File: config.mk
export PLATFORM = sky130hd
export DESIGN_NAME = stack_ctrl
export DESIGN_NICKNAME = d
export VERILOG_FILES = /design/src/rtl/stack_pkg.sv /design/src/rtl/stack_ctrl.sv
export SDC_FILE = /design/constraint.sdc
export NUM_CORES = 1
export LEC_CHECK = 0
export CAP_MARGIN = 0
export CORE_MARGIN = 2
export CORE_UTILIZATION = 31
export DETAILED_ROUTE_END_ITERATION = 10
export PLACE_DENSITY = 0.74
export SLEW_MARGIN = 20
export SYNTH_ARGS = -nofsm -noshare
export SYNTH_HDL_FRONTEND = slang
export SYNTH_SLANG_ARGS = --single-unit
File: constraint.sdc
create_clock -name clk -period 1.2 [get_ports clk]
set_input_delay 0.24 -clock clk [delete_from_list [all_inputs] [get_ports clk]]
set_output_delay 0.24 -clock clk [all_outputs]
set_load 0.005 [all_outputs]
File: src/rtl/stack_pkg.sv
// rtl/stack_pkg.sv - shared op encodings and FSM state type for the stack command front-end
package stack_pkg;

  typedef enum logic [1:0] {
    OP_NOP  = 2'b00,
    OP_PUSH = 2'b01,
    OP_POP  = 2'b10,
    OP_PEEK = 2'b11
  } op_e;

  typedef enum logic [1:0] {
    IDLE    = 2'b00,
    CAPTURE = 2'b01,
    RSP     = 2'b10
  } state_e;

endpackage

File: src/rtl/stack_ctrl.sv
// rtl/stack_ctrl.sv - PUSH/POP command front-end owning the stack pointer of the storage block
// Optional STACK_CTRL_PEEK_EN: op 11 reads the top entry without moving the pointer.
module stack_ctrl
  import stack_pkg::*;
#(
  parameter int WIDTH = 8,
  parameter int DEPTH = 2
) (
  input  logic             clk,
  input  logic             rst,
  input  logic             cmd_valid,
  output logic             cmd_ready,
  input  logic [1:0]       cmd_op,
  input  logic [WIDTH-1:0] cmd_data,
  output logic             rsp_valid,
  input  logic             rsp_ready,
  output logic [WIDTH-1:0] rsp_data,
  output logic             rsp_err,
  output logic             stk_push,
  output logic             stk_pop,
  output logic [WIDTH-1:0] stk_data_in,
  output logic [DEPTH-1:0] stk_pointer,
  input  logic [WIDTH-1:0] stk_data_out,
  input  logic             stk_full,
  input  logic             stk_empty,
  output logic             err_overflow,
  output logic             err_underflow,
  input  logic             err_clr
);

  localparam logic [DEPTH-1:0] PTR_ONE = {{(DEPTH-1){1'b0}}, 1'b1};

  state_e           state_q;
  logic [DEPTH-1:0] ptr_q, ptr_d;
  logic             rsp_valid_q;
  logic [WIDTH-1:0] rsp_data_q;
  logic             rsp_err_q;
  logic             ovf_q, unf_q;

  op_e  op;
  logic accept, push_acc, pop_acc, is_peek;
  logic set_ovf, set_unf;

  assign op = op_e'(cmd_op);

`ifdef STACK_CTRL_PEEK_EN
  assign is_peek = (op == OP_PEEK);
`else
  assign is_peek = 1'b0;
`endif

  assign cmd_ready = (state_q == IDLE);
  assign accept    = cmd_valid && cmd_ready;
  assign push_acc  = accept && (op == OP_PUSH);
  assign pop_acc   = accept && ((op == OP_POP) || is_peek);

  assign stk_push    = push_acc && !stk_full;
  assign stk_pop     = pop_acc && !stk_empty;
  assign stk_data_in = cmd_data;
  assign stk_pointer = ptr_q;

  assign set_ovf = push_acc && stk_full;
  assign set_unf = pop_acc && stk_empty;

  assign rsp_valid     = rsp_valid_q;
  assign rsp_data      = rsp_data_q;
  assign rsp_err       = rsp_err_q;
  assign err_overflow  = ovf_q;
  assign err_underflow = unf_q;

  // Peek reads the top entry but leaves the pointer where it is.
  always_comb begin
    ptr_d = ptr_q;
    if (stk_push) begin
      ptr_d = ptr_q + PTR_ONE;
    end else if (stk_pop && !is_peek) begin
      ptr_d = ptr_q - PTR_ONE;
    end
  end

  always_ff @(posedge clk or posedge rst) begin
    if (rst) begin
      state_q     <= IDLE;
      ptr_q       <= '0;
      rsp_valid_q <= 1'b0;
      rsp_data_q  <= '0;
      rsp_err_q   <= 1'b0;
      ovf_q       <= 1'b0;
      unf_q       <= 1'b0;
    end else begin
      ptr_q <= ptr_d;
      ovf_q <= set_ovf | (ovf_q & ~err_clr);
      unf_q <= set_unf | (unf_q & ~err_clr);
      case (state_q)
        IDLE: begin
          if (pop_acc) begin
            if (stk_empty) begin
              rsp_data_q  <= '0;
              rsp_err_q   <= 1'b1;
              rsp_valid_q <= 1'b1;
              state_q     <= RSP;
            end else begin
              state_q <= CAPTURE;
            end
          end
        end
        CAPTURE: begin
          // Storage read data is registered, so it lands one cycle after the pop strobe.
          rsp_data_q  <= stk_data_out;
          rsp_err_q   <= 1'b0;
          rsp_valid_q <= 1'b1;
          state_q     <= RSP;
        end
        RSP: begin
          if (rsp_ready) begin
            rsp_valid_q <= 1'b0;
            state_q     <= IDLE;
          end
        end
        default: state_q <= IDLE;
      endcase
    end
  end

endmodule

# Yosys cells after proc, flatten, opt, wreduce, memory -nomap -nowiden
# Cells that the tools add are included.
[totals] rom_bits=0 memories=0 register_bits=16 ramBits=0 latchBits=0 out_inout_bits=25
[classes] shifts=0 bitwise=5 n_div=0 n_lt_le_gt_ge=0 muxes=14 multipliers=0 n_addsub=2 n_reduce_logical=16 eq_ne=7
[ops] cell="$mux 8" n=2
[ops] cell="$pmux 8 s2" n=1
[ops] cell="$mux 2" n=5
[ops] cell="$logic_and 1x1->1" n=7
[ops] cell="$pmux 2 s3" n=1
[ops] cell="$eq 2x1->1 const B" n=2
[ops] cell="$eq 2x2->1 const B" n=2
[ops] cell="$ne 2x1->1 const B" n=2
[ops] cell="$reduce_and 4->1" n=1
[ops] cell="$reduce_bool 2->1" n=2
[ops] cell="$mux 1" n=3
[ops] cell="$pmux 1 s3" n=1
[ops] cell="$reduce_and 3->1" n=1
[ops] cell="$reduce_bool 3->1" n=1
[ops] cell="$add 2x1->2 const B" n=1
[ops] cell="$and 1x1->1" n=2
[ops] cell="$logic_not 1->1" n=2
[ops] cell="$logic_not 2->1" n=1
[ops] cell="$ne 2x2->1 const B" n=1
[ops] cell="$or 1x1->1" n=2
[ops] cell="$pmux 1 s2" n=1
[ops] cell="$reduce_and 2->1" n=1
[ops] cell="$sub 2x1->2 const B" n=1
[ops] cell="$not 1->1" n=1

# Longest topological paths before layout
# Gate-level depths: netlist (run 1).
[depth] word_depth=6 mapped_depth=4 mapped_depth_nobuf=3

# Worst setup path before layout (run 1)
# OpenSTA, ideal clock, no wires.
[synth_timing] path_kind="reg-to-output" startpoint="register state_q[1]" endpoint="output stk_pop" n_path_buf=1 stages_incl_launch_ff=4 t_arrival_ns=0.897 setup_slack_ns=0.063 path_cell_list="dfrtp_1 > buf_2 > nor3b_4 > and2_1"
[synth_between] elab_chain_len=4
[synth_rtl] item="start: declaration" line="stack_ctrl.sv:33" rtl="state_e state_q;"
[synth_rtl] item="start signal: assignment" line="stack_ctrl.sv:83" rtl="state_q <= IDLE;"
[synth_rtl] item="start signal: assignment" line="stack_ctrl.sv:101" rtl="state_q <= RSP;"
[synth_rtl] item="start signal: assignment" line="stack_ctrl.sv:103" rtl="state_q <= CAPTURE;"
[synth_rtl] item="$logic_not 2->1" line="stack_ctrl.sv:52" rtl="assign cmd_ready = (state_q == IDLE);"
[synth_rtl] item="$logic_and 1x1->1" line="stack_ctrl.sv:53" rtl="assign accept = cmd_valid && cmd_ready;"
[synth_rtl] item="$logic_and 1x1->1" line="stack_ctrl.sv:55" rtl="assign pop_acc = accept && ((op == OP_POP) || is_peek);"
[synth_rtl] item="$logic_and 1x1->1" line="stack_ctrl.sv:58" rtl="assign stk_pop = pop_acc && !stk_empty;"
[synth_rtl] item="end: declaration" line="stack_ctrl.sv:20" rtl="output logic stk_pop,"
# Every way passes these cells.

# Worst setup path in the final report (run 1)
[layout_timing] startpoint="register state_q[0]" endpoint="output stk_pop"
# Same word-level chain as after synthesis.

==> results of run 1 <==
[through the flow]
stage	utilization, %	instance area, µm²	power (µW)
detailed placement	49.5	1130	1250
global route	59.9	1360	1870
floorplan	-	763	919
finish	59.9	1360	1740
CTS	55.9	1270	1640
global placement	49.5	1130	1230
[synth_stat cells]
cell type / instances / share of area [%]
a21o_1: 1 / 0.98
a22o_1: 8 / 9.2
a32oi_1: 1 / 1.1
and2_1: 3 / 2.5
and4bb_2: 1 / 1.6
buf_2: 1 / 0.66
buf_4: 8 / 7.9
buf_6: 1 / 1.5
dfrtp_1: 16 / 52
inv_1: 4 / 2.0
inv_2: 1 / 0.49
nand2_1: 2 / 0.98
nand4b_1: 1 / 1.1
nand4b_4: 1 / 3.1
nor2_1: 3 / 1.5
nor2_2: 1 / 0.82
nor3b_1: 2 / 2.0
nor3b_4: 1 / 2.5
nor4b_1: 1 / 1.1
o21ai_0: 2 / 1.3
o21ai_1: 1 / 0.66
o22a_1: 1 / 1.1
o32ai_1: 1 / 1.1
xnor2_1: 2 / 2.3
[report_power, final]
part	total (µW)	switching [µW]	internal (µW)
clock network	337	153	184
registers	718	65.0	653
logic	690	230	460
total	1740	448	1300
[layer usage]
metal | global-route usage, % | share of wire, % | vias up
li1 | - | - | 335
met1 | 16.0 | 40 | 320
met2 | 29.0 | 50 | 28
met3 | 4.17 | 8.1 | 6
met4 | 6.41 | 2.1 | 0
met5 | 0 | 0 | -
[sequential cells by signal, indices dropped and copies added (netlist names)]
| signal | count |
|---|---|
| state_q | 2 |
| rsp_valid | 1 |
| rsp_data | 8 |
| err_underflow | 1 |
| stk_pointer | 2 |
| rsp_err | 1 |
| err_overflow | 1 |
[repair_timing]
| action | 4_1_cts | 5_1_grt |
|---|---|---|
| setup endpoints to repair | 30 | 27 |
| pin swaps | 6 | 1 |
| resized for setup | 41 | 15 |
| buffers inserted | 11 | 7 |
| gates cloned | 1 | 0 |
[cell families after synthesis]
family / Yosys count
AO/OA/AOI/OAI: 15
XOR/XNOR: 2
buffers and inverters: 15
AND/OR/NAND/NOR: 16
flip-flops: 16
[worst paths after layout]
| path | from | to |
|---|---|---|
| setup / recovery | state_q[0]$_DFFE_PP0P_ | stk_pop |
| hold / removal | rst | rsp_data[5]$_DFFE_PP0P_ |
| setup reg to reg | state_q[0]$_DFFE_PP0P_ | stk_pointer[1]$_DFFE_PP0P_ |
| hold reg to reg | rsp_data[0]$_DFFE_PP0P_ | rsp_data[0]$_DFFE_PP0P_ |
| max in group asynchronous | rst | rsp_data[3]$_DFFE_PP0P_ |
| min in group clk | cmd_op[0] | err_overflow$_DFF_PP0_ |
[critical path, cell delays in order, from the launching register on]
cell     delay, ns
dfrtp_1       0.41
nor3b_4       0.23
buf_4         0.15
and2_4        0.13
buf_6         0.08
[layout make-up]
class	count	area (µm²)	share of cell area (%)
well taps	28	35.0	2.57
flip-flops and latches	16	400	29.4
repair buffers	61	546	40.0
inverters	5	18.8	1.38
multi-input cells	34	328	24.0
clock buffers	4	36.3	2.66
==> reports/metrics.yaml, run 1 <==
status: "finished, violations left"
violations: "setup timing"
synthesis.area_um2: 763
row_count: 17
first_pass_iters: 3
io_pins: 50
cts.sinks: 16
postSynthCellCount: 64
slew_headroom_pct: 76.1
p_per_area_nw_per_um2: 1280
min_period_ns: 1.52
layout-drive-gt1-share_pct: 40.0
final_cells: 148
clockRootBuffer: "clkbuf_4"
worst_pin_slew_ns: 0.357
via_count: 689
setup_viol: 7
worst_slack_ns: -0.318
cts_hold_buf: 0
routabilityCongestion: 0.653
dp_slack_ns: -0.776
grt_overflow_total: 0
wl_per_cell_um: 13.5
max-vdd-ir-drop_mv: 0.656
muxShareOfSynthArea_pct: 0
r2r_cells: 7
placedCellCount: 125
clkTransAtPathRegs_ns: 0.09
nets: 146
rsz0062_at_grt: "true"
area_growth_pct: 78.7
hold_viol_final: 0
ctsLongestPathBuffers: 2
critPathKind: "reg -> out"
dp_hpwl_um: 1290
coreArea_um2: 2280
max_freq_ghz: 0.659
skew_ns: 0.00695
drt-total-wl_um: 1990
final_common_cell: "buf_4"
synth_xor_area_share_pct: 2.30
cp_data_arrival_time_ns: 1.28
die_height_um: 53.6
ys_seq_elements: 16
hp-class: "in -> async"
reg2reg_slack_ns: -0.16
die_area_um2: 2880
crit_fanout: 2
synth-adder-area-share_pct: 0
yosysWarnings: 0
antenna_found_initial: 0
syn_avg_cell_area_um2: 11.9
leakage_uw: 0.000663
numCtsBuffers: 3
hold_ws_ns: 0.258
synth-seq-area-share_pct: 52.5
grt_pass1_vias: 718
ant_nets: 0
dieWidth_um: 53.6
yosys.area_share.simple_pct: 17.2
drtIter0Drc: 2
fillCellCount: 202
numPortBuffers: 33
slew_violations: 0
maxCapViolCount: 0
start_util_pct: 33.5
drc_errors: 0
htreeDepth: 1
tns_ns: -1.31
required_ns: 0.96
ys_types: 24
clock_latency_ns: 0.28
grt_pass1_wl_um: 3140
diodes: 0
endpoint_kind: "output port"
synth_top_family_by_area: "simple AND/OR/NAND/NOR gates"
syn_nets: 89
grt_max_degree: 17
synth_compound_area_share_pct: 15.6
period_share_pct: 126
layout_common_cells: "buf_4 (25), dfrtp_1 (16), clkdlybuf4s50_1 (12)"
cts_tree: "built"
startpoint_type: "flop"
vias_per_cell: 4.66
grt_util_all_layers_pct: 15.4
Power figures use the tool's default switching activity.
==> inputs of run 2 (changes only) <==
--- a/config.mk
+++ b/config.mk
@@ -6,7 +6,7 @@
 export NUM_CORES = 1
 export LEC_CHECK = 0
 export CAP_MARGIN = 0
-export CORE_MARGIN = 2
+export CORE_MARGIN = 3
 export CORE_UTILIZATION = 31
 export DETAILED_ROUTE_END_ITERATION = 10
 export PLACE_DENSITY = 0.74
==> run 2 against run 1 <==
  * Critical path depth unchanged
  * Clock-buffer cell count unchanged
  * Die area increased by 7.6%
  * Sequential power about the same
  * Utilization decreased by 4.2 points
  * The run still ends with setup timing left
  * Via count decreased by 4.4%
  * Fmax decreased by 1.0%
  * Non-clock buffer count decreased by 9
  * Critical path type unchanged
  * Largest cell class unchanged
  * Worst hold slack got worse by 0.0058 ns
==> reports/metrics.yaml, run 2 (synthesized netlist as in run 1, its figures left out) <==
status: "finished, violations left"
violations: "setup timing"
largest_reg_flops: 8
slowest_delay_ns: 0.40
max-vdd-ir-drop_mv: 0.676
r2r_start: "stk_pointer[0]$_DFFE_PP0P_"
power_uw: 1690
clockRootBuffer: "clkbuf_4"
clkTransAtPathRegs_ns: 0.09
maxCapViolCount: 0
leakage_uw: 0.000618
cts_tree: "built"
tns_ns: -0.862
endpoint_kind: "output port"
p_per_area_nw_per_um2: 1340
skew_ns: 0.00400
max_freq_ghz: 0.652
diodes: 0
drt-total-wl_um: 1910
drtIter0Drc: 7
r2r_cells: 4
wl_per_cell_um: 13.8
ant_nets: 0
reg2reg_slack_ns: 0.04
setup_viol: 3
grt_overflow_total: 0
via_count: 659
startpoint_type: "flop"
row_count: 17
grt_max_degree: 17
grt_pass1_vias: 661
reg2reg_to: "stk_pointer[1]$_DFFE_PP0P_"
multi_input_area_um2: 312
drc_errors: 0
fillCellCount: 201
crit_path_top_delay_cell: "dfrtp_1"
numPortBuffers: 33
layout-drive-gt1-share_pct: 31.8
min_period_ns: 1.53
clock_latency_ns: 0.28
routabilityCongestion: 0.763
worst_pin_slew_ns: 0.225
dp_slack_ns: -0.781
critPathKind: "reg -> out"
die_height_um: 55.6
period_share_pct: 128
grt_pass1_wl_um: 2990
grt_util_all_layers_pct: 12.2
first_pass_iters: 3
ctsLongestPathBuffers: 2
htreeDepth: 1
layout_common_cells: "dfrtp_1 (16), buf_4 (16), clkdlybuf4s50_1 (12)"
hold_viol_final: 0
cp_data_arrival_time_ns: 1.29
die_area_um2: 3090
seqCellArea_um2: 400
io_pins: 50
slew_violations: 0
slew_headroom_pct: 84.9
cp_cell_sequence: "buf_6, nor3b_4, and2_1, buf_2"
dieWidth_um: 55.6
area_growth_pct: 66.1
antenna_found_initial: 0
start_util_pct: 33.5
coreArea_um2: 2280
dp_hpwl_um: 1370
crit_fanout: 5
numCtsBuffers: 3
hp-class: "in -> async"
nets: 136
required_ns: 0.96
rsz0062_at_grt: "true"
cts_hold_buf: 0
vias_per_cell: 4.78
worst_slack_ns: -0.334
cts.sinks: 16
hold_ws_ns: 0.253
run 2: area by class of cell:
type / instances / share of cell area, %
inverters: 5 / 1.48
clock buffers: 4 / 2.86
flip-flops and latches: 16 / 31.6
well taps: 28 / 2.76
multi-input cells: 33 / 24.6
repair buffers: 52 / 36.7
run 2: worst max-delay path by stage:
stage,cells after the start,startpoint,to,slack (ns)
floorplan,3,state_q[1]$_DFFE_PP0P_,stk_pop,0.06
global placement,4,cmd_valid,stk_pop,-0.75
detailed placement,4,cmd_valid,stk_pop,-0.78
CTS,4,state_q[1]$_DFFE_PP0P_,stk_pop,-0.37
global route,4,state_q[1]$_DFFE_PP0P_,stk_push,-0.43
finish,4,state_q[1]$_DFFE_PP0P_,stk_pop,-0.33
run 2: timing repair:
| item | CTS | global route |
|---|---|---|
| setup buffers | 9 | 2 |
| gates resized for setup | 37 | 14 |
| pin swaps | 3 | 4 |
| endpoints found under the setup margin | 29 | 20 |
run 2: critical path, delay by kind of cell, from the launching register on:
family	cells	cell delay, ns
and+or+nand+nor	2	0.38
DFF	1	0.40
buffers and inverters	2	0.23
run 2: stage by stage:
| stage | cell area [µm²] | instances | utilization [%] |
|---|---|---|---|
| global route | 1270 | 138 | 55.7 |
| CTS | 1220 | 136 | 53.6 |
| floorplan | 763 | 64 | - |
| detailed placement | 1110 | 123 | 48.9 |
| global placement | 1110 | 123 | 48.9 |
| finish | 1270 | 138 | 55.7 |
run 2: report_power, final:
group | total (µW) | switching (µW) | internal, µW
clock | 343 | 159 | 185
sequential | 718 | 65.4 | 653
combinational | 634 | 217 | 417
run 2: routing by layer:
metal / GRT usage [%] / vias to the layer above / part of all wire (%) / routed length (µm)
met5: 0 / - / 0 / 0
met3: 4.18 / 2 / 9.0 / 172
li1: - / 313 / - / -
met4: 4.51 / 0 / 0.52 / 10
met2: 20.1 / 33 / 49 / 928
met1: 14.6 / 311 / 42 / 793
==> inputs of run 3 (changes only) <==
--- a/config.mk
+++ b/config.mk
@@ -10,6 +10,7 @@
 export CORE_UTILIZATION = 31
 export DETAILED_ROUTE_END_ITERATION = 10
 export PLACE_DENSITY = 0.74
+export SETUP_SLACK_MARGIN = 0.3
 export SLEW_MARGIN = 20
 export SYNTH_ARGS = -nofsm -noshare
 export SYNTH_HDL_FRONTEND = slang
==> run 3 against run 2 <==
  * The flow still finishes with violations (setup timing)
  * Worst hold slack got worse by 0.0023 ns
  * Global-route usage rose by 2.4 points
  * Critical path depth did not move
  * Combinational power rose by 3%
  * Via count rose by 5.0%
  * Design area rose by 3.4%
  * Sequential cell count did not move
  * Clock skew fell by 0.0032 ns
  * Clock-buffer cell count did not move
  * Critical endpoint unchanged
  * Largest cell class unchanged
==> reports/metrics.yaml, run 3 (synthesized netlist as in run 1, its figures left out) <==
status: "finished, violations left"
violations: "setup timing"
area_growth_pct: 71.6
htreeDepth: 1
grt_util_all_layers_pct: 14.6
via_count: 692
worst_slack_ns: -0.313
rsz0062_at_grt: "true"
nets: 147
hp-class: "in -> async"
layout_common_cells: "buf_4 (24), dfrtp_1 (16), buf_2 (16)"
wl_per_cell_um: 14.2
required_ns: 0.96
antenna_found_initial: 0
fillCellCount: 194
row_count: 17
setup_viol: 18
clockRootBuffer: "clkbuf_4"
crit_fanout: 2
grt_max_degree: 17
tns_ns: -2.98
r2r_cells: 6
first_pass_iters: 4
drc_errors: 0
io_pins: 50
finalInstanceArea_um2: 1310
cts_tree: "built"
drt-total-wl_um: 2110
dieWidth_um: 55.6
startpoint: "state_q[0]$_DFFE_PP0P_"
diodes: 0
maxCapViolCount: 0
dp_hpwl_um: 1430
place_area_um2: 1120
clkTransAtPathRegs_ns: 0.09
max-vdd-ir-drop_mv: 0.567
layout-drive-gt1-share_pct: 52.9
grt_overflow_total: 0
grt_pass1_wl_um: 3560
vias_per_cell: 4.64
skew_ns: 0.000794
reg2reg_to: "rsp_data[6]$_DFFE_PP0P_"
final_common_cell: "buf_4"
critPathKind: "reg -> out"
die_area_um2: 3090
grt_pass1_vias: 711
start_util_pct: 33.5
ant_nets: 0
endpoint_kind: "output port"
ctsLongestPathBuffers: 2
leakage_uw: 0.000664
worst_pin_slew_ns: 0.315
slew_headroom_pct: 78.9
reg2reg_slack_ns: -0.20
largest_reg_flops: 8
routabilityCongestion: 0.732
startpoint_type: "flop"
hold_viol_final: 0
min_period_ns: 1.51
p_per_area_nw_per_um2: 1310
hold_ws_ns: 0.250
max_freq_ghz: 0.661
clock_latency_ns: 0.28
coreArea_um2: 2280
drtIter0Drc: 15
final_util_pct: 57.6
period_share_pct: 126
numCtsBuffers: 3
cp_data_arrival_time_ns: 1.27
cts.sinks: 16
r2r_start: "state_q[1]$_DFFE_PP0P_"
numPortBuffers: 33
die_height_um: 55.6
slew_violations: 0
==> run 3: worst max path at each step <==
stage          slack (ns)      end  cells past startpoint
2_1_floorplan        0.11  stk_pop                      3
3_3_place_gp        -0.73  stk_pop                      4
3_5_place_dp        -0.73  stk_pop                      4
4_1_cts             -0.34  stk_pop                      4
5_1_grt             -0.36  stk_pop                      4
6_report            -0.31  stk_pop                      4
==> run 3: what timing repair did <==
item                                    in CTS  in global routing
hold buffers                                 0                  0
endpoints found under the setup margin      33                 33
setup buffers                               13                  7
gates cloned                                 1                  0
resized for setup                           89                  3
pin swaps                                    4                  3
==> run 3: cell type report <==
class / count / area, µm² / area share, %
repair buffers: 62 / 487 / 37.2
flip-flops and latches: 16 / 400 / 30.6
multi-input cells: 34 / 333 / 25.4
clock buffers: 4 / 36.3 / 2.77
well taps: 28 / 35.0 / 2.67
inverters: 5 / 18.8 / 1.43
==> run 3: critical path, stage by stage (launching register included) <==
cell and delay (ns):
dfrtp_1 0.41, nor3b_4 0.22, buf_4 0.14, and2_4 0.13, buf_6 0.08
==> run 3: report_power, final <==
part	switching [µW]	internal [µW]	leakage [µW]
Sequential	61.7	653	0.000207
Combinational	233	418	0.000436
Clock	168	185	0.0000210
Total	462	1250	0.000664
==> run 3: layer usage <==
layer | vias to the layer above | routed length, µm | global-route usage, %
met1 | 330 | 811 | 17.4
met2 | 22 | 1140 | 25.0
met4 | 0 | 8 | 5.56
met3 | 2 | 156 | 3.71
li1 | 338 | - | -
met5 | - | 0 | 0
==> run 3: through the flow <==
| step | std cells | setup WS [ns] | power (µW) |
|---|---|---|---|
| floorplan | 64 | 0.107 | 923 |
| detailed placement | 124 | -0.734 | 1250 |
| finish | 149 | -0.313 | 1720 |
| CTS | 142 | -0.341 | 1650 |
| global placement | 124 | -0.730 | 1240 |
| global route | 149 | -0.364 | 1820 |
